`config.mk`:
```
export PLATFORM = sky130hd
export DESIGN_NAME = pio_seq
export DESIGN_NICKNAME = d
export VERILOG_FILES = /design/src/rtl/pio_seq_pkg.sv /design/src/rtl/pio_seq_tbl.sv /design/src/rtl/pio_seq.sv
export SDC_FILE = /design/constraint.sdc
export NUM_CORES = 1
export LEC_CHECK = 0
export CAP_MARGIN = 0
export CELL_PAD_IN_SITES_DETAIL_PLACEMENT = 1
export CELL_PAD_IN_SITES_GLOBAL_PLACEMENT = 1
export CORE_MARGIN = 1
export CORE_UTILIZATION = 50
export CTS_BUF_LIST = sky130_fd_sc_hd__clkbuf_4
export CTS_CLUSTER_DIAMETER = 40
export DETAILED_ROUTE_END_ITERATION = 12
export PLACE_DENSITY = 0.95
export SETUP_SLACK_MARGIN = 0.4
export SYNTH_ARGS = -nofsm -noshare
export SYNTH_HDL_FRONTEND = slang
export SYNTH_HIERARCHICAL = 1
export SYNTH_SLANG_ARGS = --single-unit
```
`constraint.sdc`:
```
create_clock -name PIOCLK5 -period 6.12 [get_ports PIOCLK5]
set_clock_uncertainty 0.1 [all_clocks]
set_input_delay 0.918 -clock PIOCLK5 [delete_from_list [all_inputs] [get_ports PIOCLK5]]
set_output_delay 0.918 -clock PIOCLK5 [all_outputs]
set_load 0.05 [all_outputs]
```
`src/rtl/pio_seq_pkg.sv`:
```
// rtl/pio_seq_pkg.sv - shared types, SEQCTL bit map and DMD pattern pack/unpack for pio_seq
package pio_seq_pkg;

  typedef enum logic [1:0] {
    S_IDLE  = 2'd0,
    S_ISSUE = 2'd1,
    S_DELAY = 2'd2
  } seq_state_e;

  localparam int IDX_W = 2;

  localparam int CTL_EN       = 0;
  localparam int CTL_LOOP     = 1;
  localparam int CTL_LAST_LO  = 2;
  localparam int CTL_IE       = 4;
  localparam int CTL_DONE     = 5;
  localparam int CTL_BUSY     = 6;
  localparam int CTL_IDX_LO   = 8;
  localparam int CTL_STALL_LO = 10;

  // 12-bit flag patterns live in DMD as {DMD[15:12], DMD[7:0]}
  function automatic logic [11:0] dmd_to_pat(input logic [15:0] d);
    return {d[15:12], d[7:0]};
  endfunction

  function automatic logic [15:0] pat_to_dmd(input logic [11:0] p);
    return {p[11:8], 4'b0000, p[7:0]};
  endfunction

endpackage

```
`src/rtl/pio_seq_tbl.sv`:
```
// rtl/pio_seq_tbl.sv - DEPTH x 12 pattern register file, one write port, async read port
module pio_seq_tbl #(
  parameter int DEPTH = 4,
  parameter int AW    = 2
) (
  input  logic          PIOCLK5,
  input  logic          T_RST,
  input  logic          we,
  input  logic [AW-1:0] waddr,
  input  logic [11:0]   wdata,
  input  logic [AW-1:0] raddr,
  output logic [11:0]   rdata
);

  logic [11:0] mem [DEPTH];

  always_ff @(posedge PIOCLK5 or posedge T_RST) begin
    if (T_RST) begin
      for (int i = 0; i < DEPTH; i++) mem[i] <= '0;
    end else if (we) begin
      mem[waddr] <= wdata;
    end
  end

  assign rdata = mem[raddr];

endmodule

```
`src/rtl/pio_seq.sv`:
```
// rtl/pio_seq.sv - PFDATA pattern sequencer; optional stall counter under PIO_SEQ_STALLCNT_EN
module pio_seq
  import pio_seq_pkg::*;
#(
  parameter int DEPTH = 4,
  parameter int DLY_W = 16
) (
  input  logic        PIOCLK5,
  input  logic        T_RST,
  input  logic [15:0] DMD,
  input  logic        SEQCTL_we,
  input  logic        SEQDLY_we,
  input  logic        SEQPAT_we,
  input  logic [1:0]  SEQPAT_ADDR,
  input  logic        selSEQCTL,
  input  logic        selSEQDLY,
  input  logic        CPU_PFDATA_we,
  output logic        SEQ_PFDATA_we,
  output logic [15:0] SEQ_DMD_W,
  output logic        SEQ_busy,
  output logic        SEQ_INTn,
  output logic [15:0] SEQ_RD
);

  seq_state_e       state;
  logic             en, loop_m, ie, done;
  logic [IDX_W-1:0] last, idx;
  logic [DLY_W-1:0] dly, cnt;
  logic [11:0]      tbl_rd;
  logic [5:0]       stall;
  logic             issue_ok;

  // CPU writes and control rewrites both pre-empt the sequencer's slot
  assign issue_ok      = (state == S_ISSUE) & ~CPU_PFDATA_we & ~SEQCTL_we;
  assign SEQ_PFDATA_we = issue_ok;

  pio_seq_tbl #(.DEPTH(DEPTH), .AW(IDX_W)) u_tbl (
    .PIOCLK5 (PIOCLK5),
    .T_RST   (T_RST),
    .we      (SEQPAT_we),
    .waddr   (SEQPAT_ADDR),
    .wdata   (dmd_to_pat(DMD)),
    .raddr   (idx),
    .rdata   (tbl_rd)
  );

  always_ff @(posedge PIOCLK5 or posedge T_RST) begin
    if (T_RST) begin
      state  <= S_IDLE;
      en     <= 1'b0;
      loop_m <= 1'b0;
      ie     <= 1'b0;
      done   <= 1'b0;
      last   <= '0;
      idx    <= '0;
      cnt    <= '0;
    end else if (SEQCTL_we) begin
      done   <= 1'b0;
      en     <= DMD[CTL_EN];
      loop_m <= DMD[CTL_LOOP];
      last   <= DMD[CTL_LAST_LO +: IDX_W];
      ie     <= DMD[CTL_IE];
      if (DMD[CTL_EN]) begin
        idx   <= '0;
        state <= S_ISSUE;
      end else begin
        state <= S_IDLE;
      end
    end else begin
      case (state)
        S_ISSUE: begin
          if (issue_ok) begin
            if (idx == last && !loop_m) begin
              state <= S_IDLE;
              done  <= 1'b1;
              en    <= 1'b0;
            end else begin
              idx <= (idx == last) ? '0 : idx + 1'b1;
              if (dly == '0) begin
                state <= S_ISSUE;
              end else begin
                state <= S_DELAY;
                cnt   <= dly - 1'b1;
              end
            end
          end
        end
        S_DELAY: begin
          if (cnt == '0) state <= S_ISSUE;
          else           cnt   <= cnt - 1'b1;
        end
        default: state <= S_IDLE;
      endcase
    end
  end

  always_ff @(posedge PIOCLK5 or posedge T_RST) begin
    if (T_RST)          dly <= '0;
    else if (SEQDLY_we) dly <= DMD[DLY_W-1:0];
  end

`ifdef PIO_SEQ_STALLCNT_EN
  always_ff @(posedge PIOCLK5 or posedge T_RST) begin
    if (T_RST)                                              stall <= '0;
    else if (SEQCTL_we)                                     stall <= '0;
    else if (state == S_ISSUE && !issue_ok && stall != 6'd63) stall <= stall + 6'd1;
  end
`else
  assign stall = '0;
`endif

  logic [15:0] ctl_rd;
  logic [15:0] dly_rd;

  assign SEQ_busy  = (state != S_IDLE);
  assign SEQ_INTn  = ~(done & ie);
  assign SEQ_DMD_W = pat_to_dmd(tbl_rd);
  assign ctl_rd    = {stall, idx, 1'b0, SEQ_busy, done, ie, last, loop_m, en};
  assign dly_rd    = 16'(dly);
  assign SEQ_RD    = ({16{selSEQCTL}} & ctl_rd) | ({16{selSEQDLY}} & dly_rd);

endmodule

```
==> results.ini <==
[outcome]
outcome = finished, final reports clean

[layout]
ff_latch_area_sq_um = 2252
most-common-layout-cells = dfrtp_1, clkdlybuf4s50_1, mux2_2, nand2_1, nor2_1
multi_input_comb_area_sq_um = 2472
fillers = 958
n_antenna_cell = 0
most_common_cell_after_layout_fill_and_taps_aside = dfrtp_1
design.final.nets = 486
finish.utilization_pct = 60.16
syn_to_final_growth_pct = 15.07
final_layout_size_suffix_gt1_share_pct = 24.73

[power]
switching_power_of_the_nets_uw = 830.2
power_frac_clock_pct = 17.4
power.share.sequential_pct = 44.1
power.combinational.fraction_pct = 38.5
power_per_unit_of_standard_cell_area_nw_per_um2 = 348.8
vdd_drop_max_mv = 0.2822
internal_power_mw = 1.136
leakagePower_nw = 2.274
total_chip_power_mw = 1.967
switching_share_pct = 42.21

[worst_setup_path]
critPathLaunch = idx[0]$_DFFE_PP0P_
cp_max_fo = 18
timing.rr.start = state[0]$_DFFE_PP0P_
worst_path_max_delay_cell = dfrtp_1
timing.critical_path.cells = mux4_2, clkdlybuf4s50_1
critPathArrivalTime_ns = 2.95
timing.setup.critical_path_class = flop to primary output
timing.critical_path.required_ns = 5.10
endpoint_kind = primary output
timing.critical_path.slowest_cell_delay_ns = 1.08
start_kind = flop

[placed_design]
dp_hpwl_um = 9644
finalWeightedCongestion = 0.8541
place_ws_ns = 2.241
port_buffers = 56

[sta]
setup_tns_ns = 0
max_slew_violations = 0
worst_pin_slew_ns = 1.057
rsz0062_at_grt = false
finalCriticalPeriod_ns = 3.973
max_slew_margin_pct = 29.51
timing_hold_violations_final = 0
setup_violations = 0
hold_ws_ns = 0.4338
setup_slack_ns = 2.147
max_freq_mhz = 251.7
timing.final.crit_share_pct = 64.91

[global_routing]
initial_antenna_violation_count = 0
grt_pass1_wl_um = 23090
track_usage_pct = 31.15
global_route.overflow_total = 0
grt_max_degree = 49
grt_pass1_vias = 4000

[floorplanning]
floorplan.die.width_um = 101.0
floorplan.initialDensity_pct = 52.28
core_sq_um = 9371
floorplan.die.height_um = 101.0
fp-row-count = 35
design.portCount = 61
die_area_sq_um = 10200

[logic_synthesis]
yosys_register_bits = 90
post_synth_instance_area_sq_um = 4900
synth.distinct_cells = 61
synth_edf_count = 0
synthArstFlopShare_pct = 100.0
yosys_warnings = 6
synth_area_per_cell_sq_um = 12.10
synth_seq_area_share_pct = 45.97
synth_cells = 405
synth_ff_type = dfrtp_1

[route]
via_count = 3650
drt-vias-per-instance = 6.186
postRouteAntennaNets = 0
detailedRoute.firstIterationViolations = 218
drc = 0
drt_pre_antenna_iters = 4
total_routed_wirelength_um = 14880
post_drt_wl_per_cell_um = 25.23

[clock_network]
clk_path_buf_depth = 2
clock_transition_time_at_the_flip_flop_clock_pins_of_the_worst_setup_and_hold_paths_ns = 0.18
post_cts_resize_count = 0
root_buffer = clkbuf_4
cts-hold-fix-buffers = 0
tritoncts = built
h_tree_lvl_count = 3
postCtsSetupRepairBufs = 0
clkSinkCount = 90
cts_made_buffers = 9
insertion_delay_ns = 0.49

[min_path]
holdCritStartpoint = u_tbl/mem[31]$_DFFE_PP0P_
worst_hold_path_type = flop to flop

[job]
cap_violations = 0

==> worst max-delay path, delay by kind of cell (launching register included) <==
family | cells | cell delay (ns)
flip-flops | 1 | 1.08
multiplexers | 1 | 0.62
buffers and inverters | 1 | 0.74
==> kinds of logic (layout without fill, tap and decap cells) <==
family | Yosys count | count (layout) | share of synthesized area (%)
muxes | 91 | 91 | 25.03
and+or+nand+nor | 105 | 105 | 11.80
adders and majority gates | 4 | 4 | 1.021
xor gates and xnor gates | 12 | 12 | 2.145
other | 1 | 4 | 0.07654
DFF | 90 | 90 | 45.97
buffers and inverters | 32 | 85 | 3.805
AOI/OAI and AO/OA | 70 | 70 | 10.16
==> sequential cells by signal, summed over array words and instances (netlist names), 2 cells and up <==
name       count
u_tbl/mem     48
state          2
cnt           16
dly           16
last           2
idx            2
==> final timing paths <==
check                                       endpoint  slack [ns]  cells after the start
min                        u_tbl/mem[31]$_DFFE_PP0P_        0.43                      1
min in group asynchronous  u_tbl/mem[39]$_DFFE_PP0P_        0.86                      3
max                                    SEQ_DMD_W[15]        2.15                      2
max in group asynchronous         dly[4]$_DFFE_PP0P_        4.61                      3
max reg2reg                      cnt[14]$_DFFE_PP0P_        2.67                     10
min reg2reg                u_tbl/mem[31]$_DFFE_PP0P_        0.43                      1
==> metal layers <==
metal  vias to the layer above  share of wire, %  track usage (%)
met5                         -                 0                0
met4                         0               2.6            12.15
met3                        32               4.1            6.241
met2                       112                53            54.48
met1                      1919                40            37.92
li1                       1587                 -                -
==> cell usage after synthesis (5+ instances only) <==
cell / instances / area, sq um
nor2_1: 22 / 82.58
clkbuf_1: 6 / 22.52
xor2_1: 7 / 61.31
mux2i_1: 7 / 70.07
a21oi_1: 11 / 55.05
nand2_1: 25 / 93.84
dfrtp_1: 90 / 2252
and2_1: 7 / 43.79
mux2_2: 52 / 585.6
mux4_2: 12 / 270.3
o21ai_0: 18 / 90.09
xnor2_1: 5 / 43.79
inv_1: 9 / 33.78
nand2b_1: 10 / 62.56
mux2_4: 20 / 300.3
nor3_1: 14 / 70.07
a22o_1: 7 / 61.31
buf_6: 6 / 67.56
buf_4: 5 / 37.54
==> power by group through the flow <==
| stage | Sequential (mW) | Clock (mW) | Combinational, mW |
|---|---|---|---|
| global placement | 0.848 | 0 | 0.707 |
| global route | 0.882 | 0.366 | 0.788 |
| detailed placement | 0.868 | 0 | 0.741 |
| floorplan | 0.791 | 0 | 0.569 |
| finish | 0.867 | 0.342 | 0.757 |
| CTS | 0.864 | 0.346 | 0.757 |
==> final cells by class <==
cell class,instances,share of cell area (%)
timing repair buffer,59,10.34
inverter,10,0.6658
tap,129,2.863
sequential,90,39.95
multi-input combinational,286,43.85
clock buffer,10,1.332
clock inverter,6,0.9987
==> stage by stage <==
step / std cells / area (sq um)
floorplan: 408 / 4911
global placement: 574 / 5507
detailed placement: 574 / 5507
CTS: 590 / 5638
global route: 590 / 5638
finish: 590 / 5638
Power figures use the tool's default switching activity.
